## config.mk

```make
export PLATFORM = sky130hd
export DESIGN_NAME = imem_dmem_port_arbiter
export DESIGN_NICKNAME = d
export VERILOG_FILES = /design/src/rtl/imem_dmem_port_arbiter.sv
export SDC_FILE = /design/constraint.sdc
export NUM_CORES = 1
export LEC_CHECK = 0
export ABC_AREA = 1
export CORE_UTILIZATION = 43
export CTS_BUF_LIST = sky130_fd_sc_hd__clkbuf_4 sky130_fd_sc_hd__clkbuf_8
export DETAILED_ROUTE_END_ITERATION = 6
export PLACE_DENSITY = 0.86
export SLEW_MARGIN = 20
export SYNTH_ARGS = -nofsm -noshare
export SYNTH_HDL_FRONTEND = slang
export SYNTH_SLANG_ARGS = --single-unit
```

## constraint.sdc

```tcl
create_clock -name clk_i -period 1.9 [get_ports clk_i]
set_input_delay 0.475 -clock clk_i [delete_from_list [all_inputs] [get_ports clk_i]]
set_output_delay 0.475 -clock clk_i [all_outputs]
set_load 0.02 [all_outputs]
```

## src/rtl/imem_dmem_port_arbiter.sv

```systemverilog
// Shares one single-ported memory between instruction fetch and data access; DM wins conflicts unless IF is starved.
// Latency: req sampled at edge t -> mem_req_o from t+1; ack_o pulses in the RESP cycle after mem_ack_i (min 2 cycles).
module imem_dmem_port_arbiter #(
    parameter int ADDR_W       = 32,
    parameter int DATA_W       = 32,
    parameter int STARVE_LIMIT = 4,
    parameter int CNT_W        = 16
) (
    input  logic              clk_i,
    input  logic              rst_i,
    input  logic              if_req_i,
    input  logic [ADDR_W-1:0] if_addr_i,
    output logic [DATA_W-1:0] if_rdata_o,
    output logic              if_ack_o,
    input  logic              dm_req_i,
    input  logic              dm_we_i,
    input  logic [ADDR_W-1:0] dm_addr_i,
    input  logic [DATA_W-1:0] dm_wdata_i,
    output logic [DATA_W-1:0] dm_rdata_o,
    output logic              dm_ack_o,
    output logic              mem_req_o,
    output logic              mem_we_o,
    output logic [ADDR_W-1:0] mem_addr_o,
    output logic [DATA_W-1:0] mem_wdata_o,
    input  logic [DATA_W-1:0] mem_rdata_i,
    input  logic              mem_ack_i,
    output logic [CNT_W-1:0]  conflict_cnt_o
);

    typedef enum logic [1:0] {
        IDLE     = 2'd0,
        SERVE_IF = 2'd1,
        SERVE_DM = 2'd2,
        RESP     = 2'd3
    } state_t;

    localparam logic [3:0]       LP_STARVE_LIMIT = 4'(STARVE_LIMIT);
    localparam logic [CNT_W-1:0] LP_CNT_MAX      = '1;

    state_t              r_state;
    state_t              w_state_nxt;
    logic                r_served_dm;
    logic                r_mem_we;
    logic [ADDR_W-1:0]   r_mem_addr;
    logic [DATA_W-1:0]   r_mem_wdata;
    logic [DATA_W-1:0]   r_if_rdata;
    logic [DATA_W-1:0]   r_dm_rdata;
    logic [3:0]          r_starve_cnt;
    logic [CNT_W-1:0]    r_conflict_cnt;
    logic                w_grant_dm;
    logic                w_grant_if;
    logic                w_conflict;
    logic                w_if_starved;

    assign w_conflict   = (r_state == IDLE) && if_req_i && dm_req_i;
    assign w_if_starved = (r_starve_cnt == LP_STARVE_LIMIT);

    always_comb begin
        w_state_nxt = r_state;
        w_grant_dm  = 1'b0;
        w_grant_if  = 1'b0;
        case (r_state)
            IDLE: begin
                if (dm_req_i && !(if_req_i && w_if_starved)) begin
                    w_grant_dm  = 1'b1;
                    w_state_nxt = SERVE_DM;
                end else if (if_req_i) begin
                    w_grant_if  = 1'b1;
                    w_state_nxt = SERVE_IF;
                end
            end
            SERVE_IF, SERVE_DM: begin
                if (mem_ack_i) begin
                    w_state_nxt = RESP;
                end
            end
            RESP: begin
                // Requests are deliberately not sampled here so a held req is not served twice.
                w_state_nxt = IDLE;
            end
            default: begin
                w_state_nxt = IDLE;
            end
        endcase
    end

    always_ff @(posedge clk_i) begin
        if (rst_i) begin
            r_state        <= IDLE;
            r_served_dm    <= 1'b0;
            r_mem_we       <= 1'b0;
            r_mem_addr     <= '0;
            r_mem_wdata    <= '0;
            r_if_rdata     <= '0;
            r_dm_rdata     <= '0;
            r_starve_cnt   <= '0;
            r_conflict_cnt <= '0;
        end else begin
            r_state <= w_state_nxt;

            if (w_grant_dm) begin
                r_served_dm <= 1'b1;
                r_mem_we    <= dm_we_i;
                r_mem_addr  <= dm_addr_i;
                r_mem_wdata <= dm_wdata_i;
            end else if (w_grant_if) begin
                r_served_dm <= 1'b0;
                r_mem_we    <= 1'b0;
                r_mem_addr  <= if_addr_i;
                r_mem_wdata <= '0;
            end

            // Counts DM wins over a waiting fetch; any IF grant or an idle cycle resets it.
            if (w_grant_if || (r_state == IDLE && !if_req_i && !dm_req_i)) begin
                r_starve_cnt <= '0;
            end else if (w_grant_dm && if_req_i && !w_if_starved) begin
                r_starve_cnt <= r_starve_cnt + 4'd1;
            end

            if (w_conflict && r_conflict_cnt != LP_CNT_MAX) begin
                r_conflict_cnt <= r_conflict_cnt + 1'b1;
            end

            if (r_state == SERVE_IF && mem_ack_i) begin
                r_if_rdata <= mem_rdata_i;
            end
            if (r_state == SERVE_DM && mem_ack_i && !r_mem_we) begin
                r_dm_rdata <= mem_rdata_i;
            end
        end
    end

    assign mem_req_o      = (r_state == SERVE_IF) || (r_state == SERVE_DM);
    assign if_ack_o       = (r_state == RESP) && !r_served_dm;
    assign dm_ack_o       = (r_state == RESP) && r_served_dm;
    assign mem_we_o       = r_mem_we;
    assign mem_addr_o     = r_mem_addr;
    assign mem_wdata_o    = r_mem_wdata;
    assign if_rdata_o     = r_if_rdata;
    assign dm_rdata_o     = r_dm_rdata;
    assign conflict_cnt_o = r_conflict_cnt;

endmodule

```

After elaboration in Yosys (flattened, before gate mapping):

Cells that the tools add are included.
Widths: inputs -> output; s select.

* input port bits: 134
* flip-flop bits (word level): 152
* logic and storage cells: 61

* $add $sub $neg: 2
* mux-type cells: 16
* eq/ne operators: 7
* reduce and logical (&&, ||, !) cells: 27

Operators by type and width (count)
* $mux 32: 4
* $add 16x1->16 const B: 1
* $ne 16x16->1 const B: 1
* $logic_and 1x1->1: 14
* $mux 1: 8
* $logic_not 1->1: 6
* $mux 2: 3
* $pmux 2 s3: 1
* $add 4x1->4 const B: 1
* $eq 2x2->1 const B: 2
* $eq 4x3->1 const B: 1
* $reduce_or 2->1: 2
* $ne 3x2->1 const B: 1
* $eq 2x1->1 const B: 1
* $logic_not 2->1: 1
* $logic_or 1x1->1: 2
* $ne 2x2->1 const B: 1
* $reduce_and 2->1: 1
* $reduce_bool 2->1: 1

Longest topological paths before layout:

* depth in word-level cells: 8
* mapped depth: 11

Least setup slack after synthesis:

No wires, ideal clock.

* kind: reg2reg
* start: register r_conflict_cnt[0], in the netlist conflict_cnt_o[0]
* end: register r_conflict_cnt[9], in the netlist conflict_cnt_o[9]
* stages on the path, launching flop included: 10
* data required time: 1768 ps
* buffers on the path: 1
* clock period less this slack: 1651 ps
* arrival: 1519 ps
* setup slack: 249 ps
* path through: dfxtp_1 -> ha_1 -> nand2_1 -> nor2_1 -> nand2_1 -> nor2_1 -> nor2_4 -> buf_6 -> nand2_1 -> a21oi_1

* cells in the longest elaborated chain, start to end: 2

RTL lines
* start: declaration: RTL line 49 `logic [CNT_W-1:0] r_conflict_cnt;`
* start signal: assignment: RTL line 121 `r_conflict_cnt <= r_conflict_cnt + 1'b1;`
* branches (longest 2 deep; another with $add 16x1->16)

Parallel ways; which one is timed is not known.
A chain may end at the register's enable or synchronous reset.

Worst setup path in the final report:

* start: register r_state[0]
* end: output mem_req_o

* cells in the longest elaborated chain, start to end: 2

RTL lines
* start: declaration: RTL line 40 `state_t r_state;`
* start signal: assignment: RTL line 99 `r_state <= w_state_nxt;`
* $eq 2x1->1 or $eq 2x2->1 (tied branches): RTL line 133 `assign mem_req_o = (r_state == SERVE_IF) || (r_state == SERVE_DM);`
* $logic_or 1x1->1 *: RTL line 133
* end: declaration: RTL line 21 `output logic mem_req_o,`

Mark *: on every way between the ends. The rest lies on a longest branch, timed or not.

==> results.ini <==
[run_status]
status=finished clean

[yosys]
synthDistinctLibCells=22
syn_area_per_cell_um2=7.15
ys_seq_elements=152
muxShareOfSynthArea=0
yosysWarnings=0
synth_nets=1015
synthXorXnorAreaFrac=0.0126
synth.most_common_cell=nand2_1
synth_top_family_by_area=simple AND/OR/NAND/NOR gates
post_synth_inst_count=874
synth_flop_cell=dfxtp_1
synth_top_area_share=0.487
synthAdderAreaFrac=0.0140
synth_area_leaders=dfxtp_1, nand2_1, nor2_1, o21ai_0, nand3_1
synthSimpleGateAreaFrac=0.313
async_flop_share=0
synth_edf_count=0
ys_seq_area_frac=0.487
synth_compound_area_frac=0.0965
synth_commonest_cells=nand2_1, nor2_1, dfxtp_1, o21ai_0, inv_1
synth_area_um2=6250
synth_area_leader_cell=dfxtp_1

[worst_setup_path]
worstPathRequired_ns=1.42
max_stage_delay_ns=0.36
crit_path_max_fanout=3
arrival_ns=1.34
cp-startpoint=r_state[0]$_SDFFE_PP0P_
endpoint_kind=output pin
crit_chain=inv_1, ha_1, clkbuf_4
criticalPathCategory=flop to output pin
worstReg2RegEnd=conflict_cnt_o[3]$_SDFFE_PP0P_
cp_slowest_cell=dfxtp_2
r2r_cells=7
rrSetupSlack_ns=0.30
r2r_start=conflict_cnt_o[0]$_SDFFE_PP0P_
critPathCapture=mem_req_o
startpoint_type=flop

[routing]
viasPerCell=4.90
wl_per_cell_um=14.1
post-route-drc-count=0
drt_iter0_markers=365
wl_um=19100
ant_nets=0
vias=6607
drt_pass1_iterations=5

[cells_and_area]
final_nets=1294
drive_above_1_share=0.0703
syn2layout_area_growth_pct=58.2
layoutNonFillerInstCount=1347

[place]
port_buffers=281
routabilityCongestion=0.824
dp_cells=1314
dpl.hpwl_um=13300
dp_slack_ns=-0.0464

[floorplan]
die_h_um=123
rows=43
coreArea_um2=14000
initial_core_util=0.445
die_x_um=123
num_io_pins=282
die_area_um2=15000

[cts]
clockRootBuffer=clkbuf_8
cts_tree=built
path_clk_slew_ns=0.09
clock_latency_ns=0.45
ctsResizeCount=92
ctsHoldBuffers=0
cts_made_buffers=17
cts_setup_buffers=0
htree_levels=4
cts_sinks=152
clockBufferDepth=2

[sta]
rsz0062_at_grt=no
finalSetupViolCount=0
finalHoldViolCount=0
drv_slew=0
finalClockSkew_ns=0.0131
period_needed_ns=1.81
relSlewSlack=0.687
max_freq_ghz=0.552
finalCritPeriodShare=0.954
worst_slack_ns=0.0879
worst_slew_pin_slew_ns=0.470

[global_routing]
grt_use_total=0.251
grt_pass1_wl_um=29500
grt_pass1_vias=6122
grt.overflow.total=0
grt_antenna_before_repair=1
grt_max_degree=69

[min_path]
hold_path.class=input pin to flop

[power_and_ir_drop]
power.density_nw_per_um2=1150
p_leak_nw=5.53
ir_drop_v=0.000739

[run]
cap_viol_max_count=0

state kept, by name, indices dropped and copies added, names as in the netlist:
signal and flops:
mem_addr_o 32, r_served_dm 1, if_rdata_o 32, conflict_cnt_o 16, mem_we_o 1, dm_rdata_o 32
r_starve_cnt 4, mem_wdata_o 32, r_state 2
worst min path at each step:
stage                           startpoint                     endpoint  slack (ns)  depth (start not counted)
2_1_floorplan     r_served_dm$_SDFFE_PP0P_     r_served_dm$_SDFFE_PP0P_        0.46                          2
3_3_place_gp   mem_wdata_o[9]$_SDFFE_PP0P_  mem_wdata_o[9]$_SDFFE_PP0P_        0.45                          2
3_5_place_dp   mem_wdata_o[8]$_SDFFE_PP0P_  mem_wdata_o[8]$_SDFFE_PP0P_        0.45                          2
4_1_cts                              rst_i  mem_addr_o[24]$_SDFFE_PP0P_        0.38                          4
5_1_grt                              rst_i  mem_addr_o[24]$_SDFFE_PP0P_        0.40                          4
6_report                             rst_i  mem_addr_o[24]$_SDFFE_PP0P_        0.39                          4
layout make-up:
type	instances	area, um^2
clock inverter	15	189
antenna	1	2.50
multi-input combinational	608	2740
sequential	152	3050
inverter	60	225
timing repair buffer	314	3230
tap	180	225
fill	1110	4150
clock buffer	17	234
power breakdown:
part	switching [mW]	leakage (nW)	internal, mW	total, mW
sequential	0.292	1.24	3.78	4.07
combinational	2.74	4.07	1.91	4.66
clock	1.30	0.214	1.33	2.63
placed cells by master, fill, tap and decap left out:
cell type,n
nand2_2,1
a21oi_1,48
buf_12,10
nand2_1,224
inv_1,56
dlymetal6s2s_1,64
nor2_2,1
o211ai_1,2
ha_2,1
o21ai_2,1
xnor2_1,4
dfxtp_2,2
buf_4,23
dlygate4sd2_1,81
nand4_1,38
clkinvlp_4,1
inv_2,4
clkinv_2,2
clkdlybuf4s50_1,132
ha_1,6
dfxtp_1,150
clkinv_4,3
clkbuf_8,17
inv_6,5
nand3_1,50
o21ai_4,1
diode_2,1
inv_8,1
buf_2,3
nor3b_1,1
o21ai_0,66
xor2_1,5
nor2_1,157
nor2_4,2
clkbuf_4,1
bufinv_16,3
metrics by stage:
step / hold WS, ns / total power [mW] / TNS, ns / area, um^2 / util
2_1_floorplan: 0.458 / 6.80 / 0 / 6250 / -
3_3_place_gp: 0.451 / 8.97 / 0 / 9410 / 0.670
3_5_place_dp: 0.455 / 9.06 / -0.336 / 9410 / 0.670
4_1_cts: 0.379 / 11.5 / 0 / 9720 / 0.693
5_1_grt: 0.405 / 12.1 / 0 / 9890 / 0.704
6_report: 0.393 / 11.4 / 0 / 9890 / 0.704
per-layer routing:
layer  vias up  wire, um  part of all wire  track usage
li1       3348         -                 -            -
met2       234      9340              0.49        0.416
met4         0       432             0.023       0.0968
met5         -         0                 0            0
met1      2987      7810              0.41        0.297
met3        38      1460             0.077       0.0850
critical path: cells and delay by family (launching register included):
kind	cells	cell delay, ns
buffers and inverters	2	0.24
DFF	1	0.36
adders and majority gates	1	0.30
kinds of logic after synthesis:
| logic type | count (synthesis) |
|---|---|
| compound gates | 118 |
| xor+xnor | 9 |
| fa+ha+maj | 7 |
| buf+inv | 114 |
| flops | 152 |
| simple gates | 474 |
(Power assumes the default switching activity.)
